## src/rtl/imm_decoder_pkg.sv

```systemverilog
// imm_decoder_pkg
//   Shared definitions for the immediate-operand decoder: immediate kind
//   codes, the decoder's trap codes, FSM state encodings and small helpers
//   that classify a kind.  No ports.
package imm_decoder_pkg;

  // Immediate kinds as presented by the control unit with start.
  localparam logic [2:0] KIND_U32 = 3'd0;
  localparam logic [2:0] KIND_S32 = 3'd1;
  localparam logic [2:0] KIND_S64 = 3'd2;
  localparam logic [2:0] KIND_F32 = 3'd3;
  localparam logic [2:0] KIND_F64 = 3'd4;

  // Codes 1..4 belong to the core CPU traps, so the decoder's codes sit above them.
  localparam logic [2:0] TRAP_NONE          = 3'd0;
  localparam logic [2:0] TRAP_MALFORMED_IMM = 3'd5;
  localparam logic [2:0] TRAP_BAD_KIND      = 3'd6;

  localparam int MAX_LEB64_DEFAULT = 10;
  localparam int MAX_LEB32_DEFAULT = 5;

  typedef enum logic [2:0] {
    ST_IDLE,
    ST_LEB,
    ST_RAW,
    ST_DONE,
    ST_ERROR
  } state_e;

  function automatic logic isLegalKind(input logic [2:0] k);
    return (k <= KIND_F64);
  endfunction

  function automatic logic isRawKind(input logic [2:0] k);
    return (k == KIND_F32) || (k == KIND_F64);
  endfunction

  function automatic logic isSignedKind(input logic [2:0] k);
    return (k == KIND_S32) || (k == KIND_S64);
  endfunction

  // 32-bit kinds deliver their low word zero-extended to 64 bits.
  function automatic logic [63:0] fitWidth(input logic [2:0] k, input logic [63:0] v);
    if ((k == KIND_U32) || (k == KIND_S32) || (k == KIND_F32)) begin
      return {32'd0, v[31:0]};
    end
    return v;
  endfunction

endpackage

```

## src/rtl/imm_decoder_leb_final_check.sv

```systemverilog
// leb_final_check
//   Combinational legality check of a LEB128 byte that lands on the maximum
//   byte count for its kind.  Bytes before the maximum are always legal here.
//   Ports:
//     kind_i      immediate kind being decoded
//     len_i       byte count including this byte (1-based)
//     byte_i      the byte being accepted
//     malformed_o 1 when this byte makes the encoding illegal
module leb_final_check
  import imm_decoder_pkg::*;
#(
  parameter int MAX_LEB64 = MAX_LEB64_DEFAULT,
  parameter int MAX_LEB32 = MAX_LEB32_DEFAULT
) (
  input  logic [2:0] kind_i,
  input  logic [3:0] len_i,
  input  logic [7:0] byte_i,
  output logic       malformed_o
);

  // At the maximum length a continuation bit is always illegal, and the unused
  // payload bits must be zero (unsigned) or a pure sign copy (signed).
  always_comb begin
    malformed_o = 1'b0;
    case (kind_i)
      KIND_U32: begin
        if (len_i == 4'(MAX_LEB32)) begin
          malformed_o = byte_i[7] || (byte_i[6:4] != 3'b000);
        end
      end
      KIND_S32: begin
        if (len_i == 4'(MAX_LEB32)) begin
          malformed_o = byte_i[7] || !((byte_i[6:3] == 4'h0) || (byte_i[6:3] == 4'hF));
        end
      end
      KIND_S64: begin
        if (len_i == 4'(MAX_LEB64)) begin
          malformed_o = !((byte_i == 8'h00) || (byte_i == 8'h7F));
        end
      end
      default: malformed_o = 1'b0;
    endcase
  end

endmodule

```

## src/rtl/imm_decoder.sv

```systemverilog
// imm_decoder
//   Consumes immediate-operand bytes from the fetch stream after the opcode
//   and produces a 64-bit stack-ready value plus the byte count.
//   Ports:
//     clk, reset          clock and synchronous active-high reset
//     start, kind         begin a decode of the given kind (ignored while busy)
//     in_data, in_valid   fetch byte stream; in_ready accepts a byte
//     value, len          decoded immediate and bytes consumed
//     done                one-cycle pulse when value/len are fresh
//     busy                decode running, done pending or trapped
//     trap                sticky trap code (TRAP_NONE when healthy)
module imm_decoder
  import imm_decoder_pkg::*;
#(
  parameter int MAX_LEB64 = MAX_LEB64_DEFAULT,
  parameter int MAX_LEB32 = MAX_LEB32_DEFAULT
) (
  input  logic        clk,
  input  logic        reset,
  input  logic        start,
  input  logic [2:0]  kind,
  input  logic [7:0]  in_data,
  input  logic        in_valid,
  output logic        in_ready,
  output logic [63:0] value,
  output logic [3:0]  len,
  output logic        done,
  output logic        busy,
  output logic [2:0]  trap
);

  state_e      state_q, state_d;
  logic [2:0]  kind_q, kind_d;
  logic [63:0] accum_q, accum_d;
  logic [63:0] value_q, value_d;
  logic [6:0]  shift_q, shift_d;
  logic [3:0]  len_q, len_d;
  logic [2:0]  trap_q, trap_d;

  logic        accept;
  logic        lebMalformed;
  logic [3:0]  lenNext;
  logic [6:0]  shiftNext;
  logic [63:0] lebAccum;
  logic [63:0] signFill;
  logic [63:0] rawAccum;
  logic        rawLast;

  assign in_ready = (state_q == ST_LEB) || (state_q == ST_RAW);
  assign accept   = in_valid && in_ready;
  assign done     = (state_q == ST_DONE);
  assign busy     = (state_q != ST_IDLE);
  assign value    = value_q;
  assign len      = len_q;
  assign trap     = trap_q;

  assign lenNext   = len_q + 4'd1;
  assign shiftNext = shift_q + 7'd7;

  // LEB payload lands at the running shift; a 10th byte at shift 63 only keeps bit 0.
  assign lebAccum = accum_q | ({57'd0, in_data[6:0]} << shift_q);

  // Signed kinds ending on a byte with bit 6 set fill every bit above the payload.
  assign signFill = (isSignedKind(kind_q) && in_data[6] && (shiftNext < 7'd64))
                    ? ({64{1'b1}} << shiftNext) : 64'd0;

  // Raw floats are little-endian: byte n fills bits [8n+7:8n].
  assign rawAccum = accum_q | ({56'd0, in_data} << {len_q[2:0], 3'b000});
  assign rawLast  = (lenNext == ((kind_q == KIND_F64) ? 4'd8 : 4'd4));

  leb_final_check #(
    .MAX_LEB64(MAX_LEB64),
    .MAX_LEB32(MAX_LEB32)
  ) u_leb_final_check (
    .kind_i     (kind_q),
    .len_i      (lenNext),
    .byte_i     (in_data),
    .malformed_o(lebMalformed)
  );

  // Next-state logic.  IDLE and ERROR share the start handling since a legal
  // start is the only way out of ERROR besides reset.  The finished value is
  // written into value_q on the last byte so it is already visible in DONE.
  always_comb begin
    state_d = state_q;
    kind_d  = kind_q;
    accum_d = accum_q;
    value_d = value_q;
    shift_d = shift_q;
    len_d   = len_q;
    trap_d  = trap_q;
    case (state_q)
      ST_IDLE, ST_ERROR: begin
        if (start) begin
          if (isLegalKind(kind)) begin
            kind_d  = kind;
            accum_d = 64'd0;
            value_d = 64'd0;
            shift_d = 7'd0;
            len_d   = 4'd0;
            trap_d  = TRAP_NONE;
            state_d = isRawKind(kind) ? ST_RAW : ST_LEB;
          end else begin
            value_d = 64'd0;
            trap_d  = TRAP_BAD_KIND;
            state_d = ST_ERROR;
          end
        end
      end
      ST_LEB: begin
        if (accept) begin
          len_d   = lenNext;
          shift_d = shiftNext;
          accum_d = lebAccum;
          if (lebMalformed || (in_data[7] && (lenNext == 4'(MAX_LEB32)) && (kind_q != KIND_S64))
              || (in_data[7] && (lenNext == 4'(MAX_LEB64)))) begin
            value_d = 64'd0;
            trap_d  = TRAP_MALFORMED_IMM;
            state_d = ST_ERROR;
          end else if (!in_data[7]) begin
            value_d = fitWidth(kind_q, lebAccum | signFill);
            state_d = ST_DONE;
          end
        end
      end
      ST_RAW: begin
        if (accept) begin
          len_d   = lenNext;
          accum_d = rawAccum;
          if (rawLast) begin
            value_d = fitWidth(kind_q, rawAccum);
            state_d = ST_DONE;
          end
        end
      end
      ST_DONE: begin
        state_d = ST_IDLE;
      end
      default: begin
        state_d = ST_IDLE;
      end
    endcase
  end

  // State and datapath registers with synchronous reset.
  always_ff @(posedge clk) begin
    if (reset) begin
      state_q <= ST_IDLE;
      kind_q  <= KIND_U32;
      accum_q <= 64'd0;
      value_q <= 64'd0;
      shift_q <= 7'd0;
      len_q   <= 4'd0;
      trap_q  <= TRAP_NONE;
    end else begin
      state_q <= state_d;
      kind_q  <= kind_d;
      accum_q <= accum_d;
      value_q <= value_d;
      shift_q <= shift_d;
      len_q   <= len_d;
      trap_q  <= trap_d;
    end
  end

endmodule

```

## config.mk

```make
export PLATFORM = sky130hd
export DESIGN_NAME = imm_decoder
export DESIGN_NICKNAME = d
export VERILOG_FILES = /design/src/rtl/imm_decoder_pkg.sv /design/src/rtl/imm_decoder_leb_final_check.sv /design/src/rtl/imm_decoder.sv
export SDC_FILE = /design/constraint.sdc
export NUM_CORES = 1
export LEC_CHECK = 0
export CAP_MARGIN = 10
export CORE_ASPECT_RATIO = 0.5
export CORE_MARGIN = 8
export CORE_UTILIZATION = 30
export CTS_CLUSTER_DIAMETER = 50
export CTS_CLUSTER_SIZE = 20
export DETAILED_ROUTE_END_ITERATION = 8
export HOLD_SLACK_MARGIN = 0.06
export PLACE_DENSITY_LB_ADDON = 0.05
export SLEW_MARGIN = 15
export SYNTH_ARGS = -nofsm -noshare
export SYNTH_HDL_FRONTEND = slang
export SYNTH_SLANG_ARGS = --single-unit
```

## constraint.sdc

```tcl
create_clock -name clk -period 6.7 [get_ports clk]
set_input_delay 0.67 -clock clk [delete_from_list [all_inputs] [get_ports clk]]
set_output_delay 0.67 -clock clk [all_outputs]
set_load 0.1 [all_outputs]
```

# [Yosys cells after proc, flatten, opt, wreduce, memory -nomap -nowiden]
# Cells that the tools add are included.
# W data, S select, Z words.
[totals] reg_bits=148 out_inout_bits=74
[classes] n_addsub=2 order_cmp=2 n_eq_ne=24 shift=3 n_mux=52 bitwise=3 n_reduce_logical=37
[op_table] operator="$mux W64" n=15
[op_table] operator="$pmux W64 S3" n=2
[op_table] operator="$or A64 B64 Y64" n=3
[op_table] operator="$shl A64 B7 Y64 const A" n=1
[op_table] operator="$shl A7 B7 Y64" n=1
[op_table] operator="$shl A8 B6 Y64" n=1
[op_table] operator="$mux W3" n=11
[op_table] operator="$mux W7" n=3
[op_table] operator="$mux W4" n=4
[op_table] operator="$eq A3 B2 Y1 const B" n=5
[op_table] operator="$pmux W7 S2" n=1
[op_table] operator="$reduce_and A4 Y1" n=3
[op_table] operator="$logic_or A1 B1 Y1" n=11
[op_table] operator="$mux W1" n=11
[op_table] operator="$ne A2 B2 Y1 const B" n=5
[op_table] operator="$reduce_and A5 Y1" n=2
[op_table] operator="$eq A3 B3 Y1 const B" n=3
[op_table] operator="$pmux W3 S3" n=1
[op_table] operator="$reduce_bool A3 Y1" n=3
[op_table] operator="$eq A4 B4 Y1 const B" n=2
[op_table] operator="$eq A8 B7 Y1 const B" n=1
[op_table] operator="$logic_not A8 Y1" n=1
[op_table] operator="$pmux W4 S2" n=1
[op_table] operator="$add A7 B3 Y7 const B" n=1
[op_table] operator="19 further kinds" n=31

# [Longest topological paths before layout]
# Gate-level depths: netlist (run 1).
[logic_depth] depth_word=16 ltp_mapped=13 depth_no_buf=9

# [Cells and area by module]
# Synthesis (run 1) repeated with hierarchy kept, for this count alone.
[unflattened] cells_unflattened=1208 hier_area_um2=9601.7
[modules_own_cells] module="imm_decoder" instances=1 cells_each=1194 area_each_um2=9497.9
[modules_own_cells] module="leb_final_check" instances=1 cells_each=14 area_each_um2=103.8

# [Worst setup path before layout (run 1)]
# OpenSTA, ideal clock, no wires.
[synth_timing] path_kind="register to output" startpoint="register state_q[1]" endpoint="output port done" arrival_ns=2.758 t_required_ns=6.030 setup_slack_ns=3.272 stages_incl_launch_ff=4 path_buffers=1 cell_sequence="dfxtp_1 > clkbuf_1 > inv_1 > nor3_1"
[synth_via] elab_chain_len=1
[synth_rtl] element="from (decl)" line_no="imm_decoder.sv:32" source="state_e state_q, state_d;"
[synth_rtl] element="from (signal assigned)" line_no="imm_decoder.sv:156" source="state_q <= state_d;"
[synth_rtl] element="$eq A3 B2 Y1" line_no="imm_decoder.sv:51" source="assign done = (state_q == ST_DONE);"
[synth_rtl] element="to (decl)" line_no="imm_decoder.sv:27" source="output logic done,"
# Every way passes these cells.

# [Worst setup path in the final report (run 1)]
[layout_timing] startpoint="register shift_q[0]" endpoint="register value_q[1], in the netlist value[1]"
[layout_via] elab_chain_len=11
[layout_rtl] element="from (decl)" line_no="imm_decoder.sv:36" source="logic [6:0] shift_q, shift_d;"
[layout_rtl] element="from (signal assigned)" line_no="imm_decoder.sv:160" source="shift_q <= shift_d;"
[layout_rtl] element="branches (longest 4 deep; another with $add A7 B3 Y7)"
[layout_rtl] element="$or A64 B64 Y64 *" line_no="imm_decoder.sv:121" source="value_d = fitWidth(kind_q, lebAccum | signFill);"
[layout_rtl] element="$mux W64" line_no="imm_decoder_pkg.sv:44" source="if ((k == KIND_U32) || (k == KIND_S32) || (k == KIND_F32)) begin"
[layout_rtl] element="$mux W64 *" line_no="imm_decoder_pkg.sv:47" source="return v;"
[layout_rtl] element="$mux W64 *" line_no="imm_decoder.sv:120" source="end else if (!in_data[7]) begin"
[layout_rtl] element="$mux W64 *" line_no="imm_decoder.sv:115" source="if (lebMalformed || (in_data[7] && (lenNext == 4'(MAX_LEB32)) && (kind_q != KIND_S64))"
[layout_rtl] element="$mux W64 *" line_no="imm_decoder.sv:111" source="if (accept) begin"
[layout_rtl] element="$pmux W64 S3 *" line_no="imm_decoder.sv:92" source="case (state_q)"
[layout_rtl] element="to (signal assigned)" line_no="imm_decoder.sv:159" source="value_q <= value_d;"
[layout_rtl] element="to (decl)" line_no="imm_decoder.sv:35" source="logic [63:0] value_q, value_d;"
# Every way passes the cells marked *. The select of a mux whose other input is x is not followed.
# A chain may end at the register's enable or synchronous reset.

==> impl_metrics.yaml, run 1 <==
outcome:
  status: "completed"
power:
  intPower_mw: 2.13
  cellPowerDensity_nw_per_um2: 384
  leakagePower_nw: 4.55
  worst_ir_drop_vdd_uv: 173
  power.total_mw: 4.28
  pwr-share-comb_pct: 49.1
  p_switching_mw: 2.14
  power_frac_seq_pct: 25.7
  swShare_pct: 50.1
  p_clk_share_pct: 25.2
global_routing:
  grt_pass1_vias: 9746
  antenna_found_initial: 0
  global_route.usage.met3_pct: 7.20
  use_met1_pct: 33.6
  use_met2_pct: 33.8
  grt_max_degree: 75
  top_usage_layer: "met2"
  grt_usage_pct: 23.6
  grt_pass1_wl_um: 66900
  overflow: 0
routing:
  drc: 0
  routed_wl_um: 45200
  first_iter_violations: 1179
  first_pass_iters: 5
  routedWlPerCell_um: 27.2
  ant_nets: 0
  via_per_inst: 6.09
  vias: 10100
final_layout:
  postLayoutCoreUtil_pct: 36.6
  antenna_cells: 0
  nets: 1249
  filler_cell_count: 3191
  drive_above_1_share_pct: 7.59
  synthToLayoutAreaGrowth_pct: 19.5
  stdcell_count: 1661
  design_area_sq_um: 11200
placement:
  dp_hpwl_um: 30600
  port_buffers: 88
  pre_cts_ws_ns: 2.33
  placed_area_sq_um: 10500
  place_inst: 1629
  gp_congestion: 1.01
hold_path:
  hold_path.class: "flip-flop to flip-flop"
worst_setup_path:
  endpoint_kind: "flip-flop"
  crit_buf_inv: 3
  critical_path.top_delay_family: "simple AND/OR/NAND/NOR gates"
  r2r_slack_ns: 2.57
  startpoint_type: "flip-flop"
  critPathKind: "flip-flop to flip-flop"
  path_common_cell: "buf_4"
  arrival_ns: 4.48
  critPathMaxFanout: 22
  critical_path.cell_chain: "buf_4 -> clkinv_1 -> ha_1 -> nor2b_1 -> o21ai_1 -> nand2_1 -> buf_4 -> nor3_1 -> o31ai_1 -> a311oi_1"
  worstPathRequired_ns: 7.05
  slowest_delay_ns: 0.70
  slowest_stage: "nand2_1"
timing:
  min_period_ns: 4.13
  fmaxAchievable_ghz: 0.242
  fin_skew_ns: 0.00705
  relSlewSlack_pct: 23.2
  final-hold-violation-count: 0
  setup_ws_ns: 2.57
  worstMarginPinSlew_ns: 1.12
  tns_ns: 0
  fin_crit_sh_pct: 61.6
  setup_viol: 0
  final_max_slew_viol_count: 0
  hold_ws_ns: 0.452
  rsz0062_at_grt: "no"
floorplan:
  core_area_sq_um: 30500
  die_w_um: 265
  start_util_pct: 30.7
  std_cell_rows: 45
  die_height_um: 141
  dieArea_sq_um: 37400
  top_level_ports: 89
clocking:
  clk_latency_ns: 0.45
  holdBufCountCts: 0
  cts.sinks: 148
  cts_tree: "yes"
  post_cts_resized: 0
  clock_path_buffers: 2
  post_cts_buffers: 0
  cts-buffers-inserted: 17
  clk_pin_slew_worst_paths_ns: 0.07
  cts_max_level: 4
  root_buffer: "clkbuf_16"
synth:
  synthArstFlopShare_pct: 0
  yosysMostFrequentCell: "dfxtp_1"
  synth_area_leaders: "dfxtp_1 (32%), a21oi_1 (6.4%), nand2_1 (5.7%), a21o_1 (5.2%), a211oi_1 (4.4%)"
  synth.distinct_cells: 75
  synth_ff_type: "dfxtp_1"
  syn_area_sq_um: 9340
  syn_inst: 1203
  postSynthAreaPerCell_sq_um: 7.76
  synth_common_cells: "dfxtp_1 (148), nand2_1 (143), a21oi_1 (120)"
  synth-edff-count: 0
  yosysTopAreaCellShare_pct: 31.7
  ys_ff_latch: 148
  synthesis.nets: 1227
  seq_area_frac_synth_pct: 31.7
  ys_warn_count: 0
  synth.largest_area_cell: "dfxtp_1"
flow_run:
  maxCapViolations: 0
==> logic make-up (layout without fill, tap and decap cells) <==
kind of cell / count (synthesis) / count (layout) / synth area share (%)
AOI/OAI and AO/OA: 519 / 519 / 38.8
and+or+nand+nor: 373 / 373 / 19.2
DFF: 148 / 148 / 31.7
buffers and inverters: 132 / 167 / 6.27
muxes: 18 / 18 / 2.33
adders and majority gates: 9 / 9 / 1.21
xor gates and xnor gates: 4 / 4 / 0.456
==> final cells by class <==
cell class | instances | area, sq um | share of cell area (%)
tap | 423 | 529 | 4.74
clock buffer | 19 | 453 | 4.06
inverter | 19 | 71.3 | 0.639
multi-input combinational | 923 | 5870 | 52.6
sequential | 148 | 2960 | 26.6
clock inverter | 13 | 179 | 1.60
timing repair buffer | 116 | 1090 | 9.76
==> sequential cells by signal (all words and copies together), names as in the netlist <==
name     count
shift_q      7
accum_q     64
value       64
state_q      3
kind_q       3
trap         3
len          4
==> power groups by stage <==
stage | Clock (mW) | Sequential, mW | Combinational, mW
final | 1.08 | 1.10 | 2.10
after global routing | 1.13 | 1.12 | 2.20
after CTS | 1.09 | 1.10 | 2.08
after detailed placement | 0 | 1.12 | 2.08
after global placement | 0 | 1.11 | 2.08
after floorplan | 0 | 1.52 | 1.00
==> worst paths after layout <==
| check | from | to | cells past startpoint |
|---|---|---|---|
| worst min-delay path | trap[0] | trap[0] | 2 |
| worst min register to register | trap[0] | trap[0] | 2 |
| worst max register to register | shift_q[0] | value[1] | 10 |
| worst max-delay path | shift_q[0] | value[1] | 10 |
==> worst min-delay path: cells and delay by family, from the launching register on <==
| family | cells | cell delay [ns] |
|---|---|---|
| AO/OA/AOI/OAI | 1 | 0.05 |
| flip-flops | 1 | 0.31 |
| AND/OR/NAND/NOR | 1 | 0.05 |
==> layout by cell type (no fill, tap or decap), types with 29 or more instances in the layout <==
cell type          n
a32o_1            39
nor3_1            32
nor2_1            72
clkdlybuf4s50_1   87
buf_4             29
dfxtp_1          148
a211oi_1          55
a21o_1            65
o21ai_0           77
a21oi_1          120
nand2_1          143
==> per-layer routing <==
metal / share of wire [%] / wire (um)
met4: 2.1 / 940
met5: 0 / 0
met2: 41 / 18400
met3: 8.7 / 3910
met1: 48 / 21900
Note: power is estimated with default switching activity, not from simulation.
==> run 2, diff against run 1 <==
clock period = 3.8 ns   (was 6.7 ns; I/O delays follow)
==> impl_metrics.yaml, run 2 (synthesis results as in run 1) <==
timing:
  min_period_ns: 3.22
  hold_ws_ns: 0.337
  rsz0062_at_grt: "no"
  relSlewSlack_pct: 26.3
  final-hold-violation-count: 0
  setup_viol: 0
  fmaxAchievable_ghz: 0.310
  final_max_slew_viol_count: 0
  fin_crit_sh_pct: 84.8
  worstMarginPinSlew_ns: 1.10
  tns_ns: 0
  fin_skew_ns: 0.0114
worst_setup_path:
  endpoint_kind: "flip-flop"
  critical_path.cell_chain: "clkinv_1 -> ha_1 -> buf_4 -> nor2b_1 -> o31a_1 -> or3_1 -> buf_4 -> nor3_1 -> o31ai_1 -> a311oi_1"
  slowest_delay_ns: 0.69
  crit_buf_inv: 3
  critical_path.top_delay_family: "simple AND/OR/NAND/NOR gates"
  startpoint: "shift_q[0]"
  r2r_start: "shift_q[0]"
  path_common_cell: "buf_4"
  startpoint_type: "flip-flop"
  arrival_ns: 3.58
  slowest_stage: "or3_1"
  worstPathRequired_ns: 4.16
  critPathKind: "flip-flop to flip-flop"
  critPathMaxFanout: 12
final_layout:
  drive_above_1_share_pct: 12.1
  final_common_cell: "dfxtp_1"
  antenna_cells: 0
  design_area_sq_um: 11700
  postLayoutCoreUtil_pct: 38.3
  filler_cell_count: 3162
  layout_common_cells: "dfxtp_1 (148), nand2_1 (143), a21oi_1 (120)"
  nets: 1310
  synthToLayoutAreaGrowth_pct: 25.0
outcome:
  status: "completed"
clocking:
  clk_pin_slew_worst_paths_ns: 0.07
  cts.sinks: 148
  post_cts_resized: 0
  post_cts_buffers: 0
  clk_latency_ns: 0.46
  holdBufCountCts: 0
  cts_tree: "yes"
  root_buffer: "clkbuf_16"
  clock_path_buffers: 2
  cts-buffers-inserted: 17
  cts_max_level: 4
routing:
  via_per_inst: 6.13
  first_pass_iters: 5
  routedWlPerCell_um: 27.1
  routed_wl_um: 46700
  first_iter_violations: 1081
  vias: 10600
  drc: 0
  ant_nets: 0
placement:
  placed_area_sq_um: 11100
  dp_hpwl_um: 32800
  gp_congestion: 0.949
  port_buffers: 88
power:
  worst_ir_drop_vdd_uv: 338
  power.total_mw: 7.73
  cellPowerDensity_nw_per_um2: 662
  leakagePower_nw: 4.85
floorplan:
  dieArea_sq_um: 37400
  start_util_pct: 30.7
  top_level_ports: 89
  core_area_sq_um: 30500
  die_height_um: 141
  die_w_um: 265
  std_cell_rows: 45
global_routing:
  grt_usage_pct: 24.3
  antenna_found_initial: 1
  grt_max_degree: 74
  use_met1_pct: 35.9
  use_met2_pct: 34.3
  global_route.usage.met3_pct: 5.80
  overflow: 0
  grt_pass1_vias: 9889
  top_usage_layer: "met1"
  grt_pass1_wl_um: 68400
flow_run:
  maxCapViolations: 0
hold_path:
  hp-start: "reset"
  hold_path.class: "input pin to flip-flop"
[run 2: changes by cell type in the layout (fill, tap and decap cells not counted), moves of 2 or more]
cell	change
clkinv_2	-3
buf_4	+57
clkinvlp_4	+2
inv_6	+2
clkdlybuf4s50_1	-2
buf_12	+6
[run 2: layer usage]
layer  share of wire (%)  wire (um)
met1                  49      22700
met4                 2.1        979
met3                 8.8       4100
met5               0.028         13
met2                  41      18900
[run 2: final cells by class]
cell class / count / area [sq um] / share of cell area [%]
Sequential cell: 148 / 2960 / 25.4
Timing Repair Buffer: 177 / 1620 / 13.9
Inverter: 19 / 71.3 / 0.611
Multi-Input combinational cell: 923 / 5870 / 50.3
Clock buffer: 18 / 439 / 3.76
Tap cell: 423 / 529 / 4.54
Clock inverter: 14 / 175 / 1.50
[run 2: final timing paths]
kind,to,slack (ns),cells past startpoint
worst max register to register,value[14],0.58,10
worst min-delay path,value[40],0.34,4
worst max-delay path,value[14],0.58,10
worst min register to register,trap[0],0.47,2
[run 2: through the flow]
| stage | worst slack, ns | std cells |
|---|---|---|
| detailed placement | 0.427 | 1690 |
| CTS | 0.655 | 1722 |
| global route | 0.467 | 1722 |
| floorplan | 0.662 | 1203 |
| finish | 0.578 | 1722 |
| global placement | 0.479 | 1690 |
[run 2: worst register-to-register path: cells and delay by family (launching register included)]
family	cells	cell delay, ns
DFF	1	0.34
adders and majority gates	1	0.28
buffers and inverters	3	0.69
and+or+nand+nor	3	1.14
AOI/OAI and AO/OA	3	0.68
[run 2: report_power, final]
part	internal (mW)	leakage (nW)	switching (mW)	total (mW)
combinational	1.10	3.36	2.88	3.98
sequential	1.74	1.20	0.175	1.91
clock	1.06	0.293	0.786	1.84
total	3.89	4.85	3.84	7.73
